===== config.mk =====
export PLATFORM = sky130hd
export DESIGN_NAME = paj7620_i2c_slave
export DESIGN_NICKNAME = d
export VERILOG_FILES = /design/src/rtl/paj7620_i2c_slave.sv
export SDC_FILE = /design/constraint.sdc
export NUM_CORES = 1
export LEC_CHECK = 0
export BUFFER_PORTS_ARGS = -buffer_cell sky130_fd_sc_hd__buf_2
export CORE_MARGIN = 2
export CORE_UTILIZATION = 40
export CTS_BUF_LIST = sky130_fd_sc_hd__clkbuf_8 sky130_fd_sc_hd__clkbuf_16
export CTS_CLUSTER_DIAMETER = 30
export DETAILED_ROUTE_END_ITERATION = 12
export PLACE_DENSITY = 0.54
export SYNTH_ARGS = -nofsm -noshare
export SYNTH_HDL_FRONTEND = slang
export SYNTH_SLANG_ARGS = --single-unit

===== constraint.sdc =====
create_clock -name sys_clk -period 2.6 [get_ports sys_clk]
set_input_delay 0.13 -clock sys_clk [delete_from_list [all_inputs] [get_ports sys_clk]]
set_output_delay 0.13 -clock sys_clk [all_outputs]
set_load 0.03 [all_outputs]

===== src/rtl/paj7620_i2c_slave.sv =====
`default_nettype none
// ============================================================================
// Module      : paj7620_i2c_slave
// Description : I2C target modelling the PAJ7620 gesture sensor bus view.
//               START/STOP decode, 7-bit address match, register writes,
//               register reads with clear-on-read gesture flags, int_n.
//               Optional clock stretching after every ACK/NACK bit is built
//               when the macro CLK_STRETCH_EN is defined.
// Revision    : 1.0 - initial release
// ============================================================================
module paj7620_i2c_slave #(
  parameter logic [6:0]  SLV_ADDR    = 7'h73,
  parameter logic [15:0] PART_ID     = 16'h7620,
  parameter logic [7:0]  STRETCH_CYC = 8'd50
) (
  input  logic       sys_clk,
  input  logic       sys_rst,
  input  logic       scl_in,
  input  logic       sda_in,
  output logic       sda_oe,
  output logic       scl_oe,
  input  logic       gest_valid,
  input  logic [8:0] gest_code,
  output logic       int_n,
  output logic       bank,
  output logic       wr_strobe,
  output logic [7:0] wr_addr,
  output logic [7:0] wr_data,
  output logic       busy
);

  typedef enum logic [3:0] {
    IDLE     = 4'd0,
    ADDR     = 4'd1,
    ADDR_ACK = 4'd2,
    REG      = 4'd3,
    REG_ACK  = 4'd4,
    WDATA    = 4'd5,
    WACK     = 4'd6,
    RDATA    = 4'd7,
    RACK     = 4'd8
  } state_t;

  state_t     state_q;
  logic       scl_s1_q, scl_s2_q, scl_d_q;
  logic       sda_s1_q, sda_s2_q, sda_d_q;
  logic [3:0] cnt_q;
  logic [7:0] shift_q;
  logic [6:0] tx_q;
  logic [7:0] ptr_q;
  logic       rw_q;
  logic       mack_q;
  logic       sda_oe_q;
  logic       busy_q;
  logic       bank_q;
  logic       wr_strobe_q;
  logic [7:0] wr_addr_q;
  logic [7:0] wr_data_q;
  logic [8:0] flags_q;
  logic [8:0] flags_d;
  logic       int_n_q;
  logic [8:0] w_clr;
  logic [7:0] w_rd_byte;
  logic       w_scl_rise, w_scl_fall, w_start, w_stop;

  // Two-stage synchronizers plus one edge register per bus line; idle-high reset avoids false edges
  always_ff @(posedge sys_clk or posedge sys_rst) begin
    if (sys_rst) begin
      scl_s1_q <= 1'b1; scl_s2_q <= 1'b1; scl_d_q <= 1'b1;
      sda_s1_q <= 1'b1; sda_s2_q <= 1'b1; sda_d_q <= 1'b1;
    end else begin
      scl_s1_q <= scl_in; scl_s2_q <= scl_s1_q; scl_d_q <= scl_s2_q;
      sda_s1_q <= sda_in; sda_s2_q <= sda_s1_q; sda_d_q <= sda_s2_q;
    end
  end

  assign w_scl_rise = scl_s2_q & ~scl_d_q;
  assign w_scl_fall = ~scl_s2_q & scl_d_q;
  assign w_start    = scl_s2_q & scl_d_q & sda_d_q & ~sda_s2_q;
  assign w_stop     = scl_s2_q & scl_d_q & ~sda_d_q & sda_s2_q;

  // Read data selected by bank and pointer
  always_comb begin
    w_rd_byte = 8'h00;
    if (ptr_q == 8'hEF) begin
      w_rd_byte = {7'b0, bank_q};
    end else if (!bank_q) begin
      case (ptr_q)
        8'h00:   w_rd_byte = PART_ID[7:0];
        8'h01:   w_rd_byte = PART_ID[15:8];
        8'h43:   w_rd_byte = flags_q[7:0];
        8'h44:   w_rd_byte = {7'b0, flags_q[8]};
        default: w_rd_byte = 8'h00;
      endcase
    end
  end

  // Flag clear at the master ACK/NACK sample of a flag register; new gestures override the clear
  always_comb begin
    w_clr = 9'h000;
    if (state_q == RACK && w_scl_rise && !bank_q) begin
      if (ptr_q == 8'h43)      w_clr = 9'h0FF;
      else if (ptr_q == 8'h44) w_clr = 9'h100;
    end
    flags_d = (flags_q & ~w_clr) | (gest_valid ? gest_code : 9'h000);
  end

  // Gesture flag register and registered interrupt
  always_ff @(posedge sys_clk or posedge sys_rst) begin
    if (sys_rst) begin
      flags_q <= 9'h000;
      int_n_q <= 1'b1;
    end else begin
      flags_q <= flags_d;
      int_n_q <= ~|flags_q;
    end
  end

  // Protocol FSM: sample on SCL rise, change SDA drive only after SCL fall
  always_ff @(posedge sys_clk or posedge sys_rst) begin
    if (sys_rst) begin
      state_q     <= IDLE;
      cnt_q       <= 4'd0;
      shift_q     <= 8'h00;
      tx_q        <= 7'h00;
      ptr_q       <= 8'h00;
      rw_q        <= 1'b0;
      mack_q      <= 1'b1;
      sda_oe_q    <= 1'b0;
      busy_q      <= 1'b0;
      bank_q      <= 1'b0;
      wr_strobe_q <= 1'b0;
      wr_addr_q   <= 8'h00;
      wr_data_q   <= 8'h00;
    end else begin
      wr_strobe_q <= 1'b0;
      if (w_stop) begin
        state_q  <= IDLE;
        sda_oe_q <= 1'b0;
        busy_q   <= 1'b0;
      end else if (w_start) begin
        state_q  <= ADDR;
        cnt_q    <= 4'd0;
        sda_oe_q <= 1'b0;
      end else begin
        case (state_q)
          ADDR, REG, WDATA: begin
            if (w_scl_rise && cnt_q != 4'd8) begin
              shift_q <= {shift_q[6:0], sda_s2_q};
              cnt_q   <= cnt_q + 4'd1;
            end else if (w_scl_fall && cnt_q == 4'd8) begin
              cnt_q <= 4'd0;
              if (state_q == ADDR) begin
                if (shift_q[7:1] == SLV_ADDR) begin
                  state_q  <= ADDR_ACK;
                  sda_oe_q <= 1'b1;
                  busy_q   <= 1'b1;
                  rw_q     <= shift_q[0];
                end else begin
                  state_q <= IDLE;
                end
              end else if (state_q == REG) begin
                ptr_q    <= shift_q;
                state_q  <= REG_ACK;
                sda_oe_q <= 1'b1;
              end else begin
                state_q  <= WACK;
                sda_oe_q <= 1'b1;
              end
            end
          end
          ADDR_ACK: begin
            if (w_scl_fall) begin
              cnt_q <= 4'd0;
              if (rw_q) begin
                state_q  <= RDATA;
                tx_q     <= w_rd_byte[6:0];
                sda_oe_q <= ~w_rd_byte[7];
              end else begin
                state_q  <= REG;
                sda_oe_q <= 1'b0;
              end
            end
          end
          REG_ACK: begin
            if (w_scl_fall) begin
              state_q  <= WDATA;
              cnt_q    <= 4'd0;
              sda_oe_q <= 1'b0;
            end
          end
          WACK: begin
            if (w_scl_rise) begin
              wr_strobe_q <= 1'b1;
              wr_addr_q   <= ptr_q;
              wr_data_q   <= shift_q;
              if (ptr_q == 8'hEF) bank_q <= shift_q[0];
              ptr_q <= ptr_q + 8'd1;
            end else if (w_scl_fall) begin
              state_q  <= WDATA;
              cnt_q    <= 4'd0;
              sda_oe_q <= 1'b0;
            end
          end
          RDATA: begin
            if (w_scl_rise && cnt_q != 4'd8) begin
              cnt_q <= cnt_q + 4'd1;
            end else if (w_scl_fall) begin
              if (cnt_q == 4'd8) begin
                state_q  <= RACK;
                sda_oe_q <= 1'b0;
              end else begin
                sda_oe_q <= ~tx_q[6];
                tx_q     <= {tx_q[5:0], 1'b0};
              end
            end
          end
          RACK: begin
            if (w_scl_rise) begin
              mack_q <= sda_s2_q;
              if (!sda_s2_q) ptr_q <= ptr_q + 8'd1;
            end else if (w_scl_fall) begin
              cnt_q <= 4'd0;
              if (!mack_q) begin
                state_q  <= RDATA;
                tx_q     <= w_rd_byte[6:0];
                sda_oe_q <= ~w_rd_byte[7];
              end else begin
                state_q <= IDLE;
              end
            end
          end
          default: begin
            sda_oe_q <= 1'b0;
          end
        endcase
      end
    end
  end

`ifdef CLK_STRETCH_EN
  logic [7:0] stretch_cnt_q;
  logic       scl_oe_q;
  logic       w_ack_end;

  assign w_ack_end = w_scl_fall && (state_q == ADDR_ACK || state_q == REG_ACK ||
                                    state_q == WACK     || state_q == RACK);

  // Hold SCL low for STRETCH_CYC cycles after each ACK/NACK bit; START/STOP release at once
  always_ff @(posedge sys_clk or posedge sys_rst) begin
    if (sys_rst) begin
      scl_oe_q      <= 1'b0;
      stretch_cnt_q <= 8'd0;
    end else if (w_start || w_stop) begin
      scl_oe_q      <= 1'b0;
      stretch_cnt_q <= 8'd0;
    end else if (w_ack_end) begin
      scl_oe_q      <= 1'b1;
      stretch_cnt_q <= STRETCH_CYC - 8'd1;
    end else if (scl_oe_q) begin
      if (stretch_cnt_q == 8'd0) scl_oe_q <= 1'b0;
      else stretch_cnt_q <= stretch_cnt_q - 8'd1;
    end
  end

  assign scl_oe = scl_oe_q;
`else
  logic unused_stretch;
  assign unused_stretch = ^STRETCH_CYC;
  assign scl_oe = 1'b0;
`endif

  assign sda_oe    = sda_oe_q;
  assign int_n     = int_n_q;
  assign bank      = bank_q;
  assign wr_strobe = wr_strobe_q;
  assign wr_addr   = wr_addr_q;
  assign wr_data   = wr_data_q;
  assign busy      = busy_q;

endmodule
`default_nettype wire

## Word-level counts from Yosys, hierarchy flattened

Index checks and enable logic that the tools add are counted.

| word-level totals | value |
|---|---|
| logic and storage cells | 194 |
| register bits | 69 |
| output and inout bits | 22 |
| input bits | 14 |

| cells by class | value |
|---|---|
| multiplexer cells | 76 |
| reduce and logical (&&, ||, !) cells | 30 |
| bitwise logic cells | 19 |
| equal/unequal tests | 46 |
| add/subtract/negate cells | 2 |

Operator list:

| kind | number |
|---|---|
| two-way mux 4 bit | 19 |
| two-way mux 8 bit | 9 |
| two-way mux 7 bit | 8 |
| != test 4 bit, second input constant | 12 |
| two-way mux 9 bit | 4 |
| != test 2 bit, second input constant | 16 |
| case mux 8 bit (4 select lines) | 1 |
| AND reduction 10 bit | 3 |
| two-way mux 1 bit | 26 |
| case mux 4 bit (6 select lines) | 1 |
| case mux 8 bit (3 select lines) | 1 |
| case mux 7 bit (3 select lines) | 1 |
| equality test 4 x 3 -> 1 bit, second input constant | 4 |
| equality test 8 x 7 -> 1 bit, second input constant | 2 |
| case mux 4 bit (4 select lines) | 1 |
| AND reduction 4 bit | 3 |
| AND reduction 11 bit | 1 |
| AND reduction 5 bit | 2 |
| AND 9 bit | 1 |
| inverter 1 bit | 9 |
| inverter 9 bit | 1 |
| bitwise OR 9 bit | 1 |
| OR reduction 9 bit | 1 |
| adder 8 x 1 -> 8 bit, second input constant | 1 |
| other kinds (26) | 45 |

## Longest topological paths before layout

| depth | value |
|---|---|
| depth in word-level cells | 11 |
| mapped depth | 9 |
| depth with buffers taken out | 8 |

## Worst setup path after synthesis

OpenSTA, ideal clock, no wires.

| timing path | value |
|---|---|
| kind | register -> register |
| start point | reg scl_d_q |
| end point | reg tx_q[1] |
| setup time | 0.125 ns |
| arrival | 1.896 ns |
| buffers on the path | 2 |
| data required time | 2.475 ns |
| cell stages (with the launch flop) | 8 |
| clock period less this slack | 2.021 ns |
| slack | 0.579 ns |
| cell sequence | dfstp_2 clkbuf_2 nand2_1 or2_2 buf_2 o211ai_1 nand3b_2 mux2_2 |

| between the ends | value |
|---|---|
| cells in the longest elaborated chain, start to end | 5 |
| elaborated cells on any way between the ends | 17 |
| those cells by class | eq/ne (5); bitwise (10); reduce/logical (2) |

RTL lines:

| element | RTL line | text |
|---|---|---|
| from (decl) | 45 | `logic scl_s1_q, scl_s2_q, scl_d_q;` |
| from (signal assigned) | 72 | `scl_s1_q <= scl_in; scl_s2_q <= scl_s1_q; scl_d_q <= scl_s2_q;` |
| inverter 1 bit or AND 1 bit (tied branches) | 77, 79, 80 |  |
| AND 1 bit (on tied branches) | 77, 79, 80 |  |
| logical AND 1 bit (tied with other cells) | 206 | `if (w_scl_rise && cnt_q != 4'd8) begin` |
| != test 2 bit (no line) or inverter 1 bit (tied branches) | n/a |  |
| AND reduction 11 bit (no line) (*) | n/a |  |
| to (signal assigned) | 177 | `tx_q <= w_rd_byte[6:0];` |
| to (signal assigned) | 214 | `tx_q <= {tx_q[5:0], 1'b0};` |
| to (signal assigned) | 226 | `tx_q <= w_rd_byte[6:0];` |
| to (decl) | 49 | `logic [6:0] tx_q;` |

Mark *: on every way between the ends. The rest lies on a longest branch, timed or not.
A chain may end at the register's enable or synchronous reset.

## Worst setup path after layout

| timing path | value |
|---|---|
| start point | reg state_q[0] |
| end point | reg shift_q[3] |

| between the ends | value |
|---|---|
| cells in the longest elaborated chain, start to end | 3 |
| elaborated cells on any way between the ends | 5 |
| those cells by class | eq/ne (3); reduce/logical (2) |

RTL lines:

| element | RTL line | text |
|---|---|---|
| from (decl) | 44 | `state_t state_q;` |
| from (signal assigned) | 122 | `state_q <= IDLE;` |
| from (signal assigned) | 138 | `state_q <= IDLE;` |
| from (signal assigned) | 142 | `state_q <= ADDR;` |
| equality test 4 x 1 -> 1 bit (tied with other cells) | 146 | `case (state_q)` |
| OR reduction 3 bit (*) | 146 |  |
| AND reduction 4 bit (no line) (*) | n/a |  |
| to (signal assigned) | 149 | `shift_q <= {shift_q[6:0], sda_s2_q};` |
| to (decl) | 48 | `logic [7:0] shift_q;` |

Marks and branches as above.

==> run summary <==
core area = 8810 um^2
detailed-route DRC error count = 0
post-synth cell types = 62
CTS resizes = 0
fillcell total = 851
# clock sinks = 69
Startpoint Class = flop
Final Non-Filler Cells = 540
status = completed
Max Slew Vio Count = 0
largest net degree at the start of global routing = 26
maximum vdd ir drop = 0.000541 V
leakage = 1.94 nW
Clk pin slew, worst setup/hold paths = 90 ps
Via density = 5.61
CTS tree = done
num rows = 34
WP data required = 2840 ps
Post-Route WL = 8880 um
GRT Residual Overflow = 0
Final Hold Fails = 0
Die Wd = 99.8 um
Vias = 3,032
antenna viol nets, final = 0
H-tree levels = 3
total power = 0.00454 W
Worst Hold Class = input pin to flop
final setup violation count = 0
net switching power = 0.00198 W
Crit Path Category = flop to flop
Arrival @ worst endpoint = 2510 ps
Switching Share = 0.435
placed instance count = 520
ant diodes = 0
Routed WL per cell = 16.4 um
Post-synth EDFFs = 0
Initial DRC Count = 141
final HPWL from detailed placement = 6280 um
CTS max path bufs = 2
Netlist Area Pre-Place = 3670 um^2
Primary FF master, synth = dfrtp_1
Seq/Total Area, Yosys = 0.473
DIE AREA = 9960 um^2
Synth Instances = 389
GRT Util Overall = 0.190
die height = 99.8 um
Design Area, Final = 4200 um^2
share of layout cells above drive strength 1 = 0.225
CTS Buf Count = 9
Max Freq = 0.440 GHz
Placed Area = 3940 um^2
post-layout minimum cycle time = 2270 ps
vias in the first global route = 2,948
Post-Syn Area per Cell = 9.44 um^2
sequential fraction of design power = 0.380
Syn-to-layout area delta = 14.4%
Nets = 446
clock skew = 12.8 ps
clock network power share = 0.211
Int Pwr = 0.00257 W
initial antenna violation count = 0
Rel. slew slack = 0.631
global-route wire length before repair = 15,100 um
Async S/R FF share, synth = 1.00
CTS root buf = clkbuf_8
Slew @ Worst Pin = 554 ps
Setup TNS = 0 ps
Synth Warn # = 0
Setup crit end kind = flop
Initial Utilization = 0.417
Cell Pwr Density = 1080 nW/um^2
final worst path period share = 0.873
Yosys reg bits = 69
maxcap violations = 0
Worst-Skew Late Latency = 350 ps
IO Pins = 36
IO Port Bufs = 34
RSZ-0062 raised after global routing = false
total iterations of the first detailed-routing run = 5
RePlAce Congestion = 0.899
Net Count, Synth = 408
Gate power share = 0.409
critical path peak fanout = 16
==> Yosys cell counts (3+ instances only) <==
master,n,area (um^2)
a22o_1,9,78.8
nor2_1,13,48.8
buf_6,3,33.8
nand3b_1,5,37.5
a2bb2oi_1,5,43.8
nor2b_1,8,50.1
ha_1,5,62.6
nor3b_1,3,22.5
dfstp_2,8,210
a21oi_1,17,85.1
clkbuf_1,10,37.5
inv_1,15,56.3
mux2_2,14,158
and3_1,7,43.8
o21ai_0,25,125
nand2b_1,3,18.8
nand3_1,16,80.1
nand4_1,6,37.5
a31oi_1,6,37.5
a211oi_1,3,22.5
dfrtp_1,61,1530
nand2_1,73,274
nor4_1,4,25.0
and2_1,3,18.8
nor3_1,5,25.0
o22ai_1,5,31.3
mux2i_1,7,70.1
o31ai_1,3,22.5
buf_2,5,25.0
a32oi_1,3,26.3
==> layout by cell type (no fill, tap or decap), types with 6 or more instances in the layout <==
cell and instances:
mux2i_1 7, buf_2 34, nor2_1 13, mux2_2 14, nand3_1 16, o21ai_0 25, a31oi_1 6, a22o_1 9
a21oi_1 17, clkbuf_8 9, dfrtp_1 61, inv_1 14, buf_4 12, nand4_1 6, nand2_1 73, nor2b_1 8
and3_1 7, dfstp_2 8
==> critical path, stage by stage (launching register included) <==
cell,delay [ps]
dfrtp_1,690
nor2b_1,410
buf_4,210
nand4_1,400
mux2_2,430
==> final timing paths <==
path / slack, ps / to / cells past startpoint / startpoint
min in group asynchronous: 350 / cnt_q[2] / 3 / sys_rst
worst max-delay path: 330 / shift_q[3] / 4 / state_q[0]
worst min register to register: 360 / sda_s2_q / 0 / sda_s1_q
worst min-delay path: 10 / flags_q[3] / 2 / gest_code[3]
worst max register to register: 330 / shift_q[3] / 4 / state_q[0]
max in group asynchronous: 1480 / int_n / 4 / sys_rst
==> final cells by class <==
cell class	instances	area [um^2]	share of cell area
clock buffers	9	124	0.0295
well taps	108	135	0.0322
clock inverters	7	93.8	0.0223
flip-flops and latches	69	1740	0.413
inverters	16	60.1	0.0143
repair buffers	50	300	0.0715
multi-input cells	281	1750	0.417
==> cells by family after synthesis <==
group / Yosys count / share of synthesized area
muxes: 21 / 0.0620
buffers and inverters: 39 / 0.0501
adders and majority gates: 5 / 0.0170
DFF: 69 / 0.473
other: 1 / 0.00102
xor gates and xnor gates: 2 / 0.00477
AOI/OAI and AO/OA: 93 / 0.174
and+or+nand+nor: 159 / 0.218
==> registers in the layout (all words and copies together) (netlist names) <==
| signal | cells |
|---|---|
| sda_oe | 1 |
| scl_s2_q | 1 |
| shift_q | 8 |
| sda_d_q | 1 |
| scl_d_q | 1 |
| bank | 1 |
| wr_addr | 8 |
| tx_q | 7 |
| sda_s1_q | 1 |
| cnt_q | 4 |
| mack_q | 1 |
| wr_strobe | 1 |
| ptr_q | 8 |
| wr_data | 8 |
| busy | 1 |
| state_q | 4 |
| scl_s1_q | 1 |
| flags_q | 9 |
| int_n | 1 |
| rw_q | 1 |
| sda_s2_q | 1 |
==> metrics by stage <==
stage                     hold slack, ps  utilization  setup WS, ps
final                               12.0        0.477           329
after global routing                2.95        0.477           184
after CTS                           2.78        0.477           374
after floorplan                      134            -           579
after global placement               207        0.448           390
after detailed placement             215        0.448           407
==> power by group through the flow <==
stage                     sequential, W  clock, W  combinational (W)
after floorplan                 0.00173         0            0.00139
after global placement          0.00174         0            0.00183
after detailed placement        0.00174         0            0.00185
after CTS                       0.00172  0.000984            0.00186
after global routing            0.00178   0.00103            0.00206
final                           0.00173  0.000960            0.00186
==> timing repair <==
item,CTS,global route
hold buffers,4,0
setup endpoints to repair,0,0
setup buffers,0,0
hold endpoints to repair,19,0
==> per-layer routing <==
metal,vias to the layer above,routed length (um),global-route usage,share of wire
met5,-,0,0,0
met4,0,146,0.0632,0.016
met3,13,394,0.0404,0.044
met2,82,4160,0.296,0.47
met1,1472,4170,0.266,0.47
li1,1465,-,-,-
Note: power is estimated with default switching activity, not from simulation.
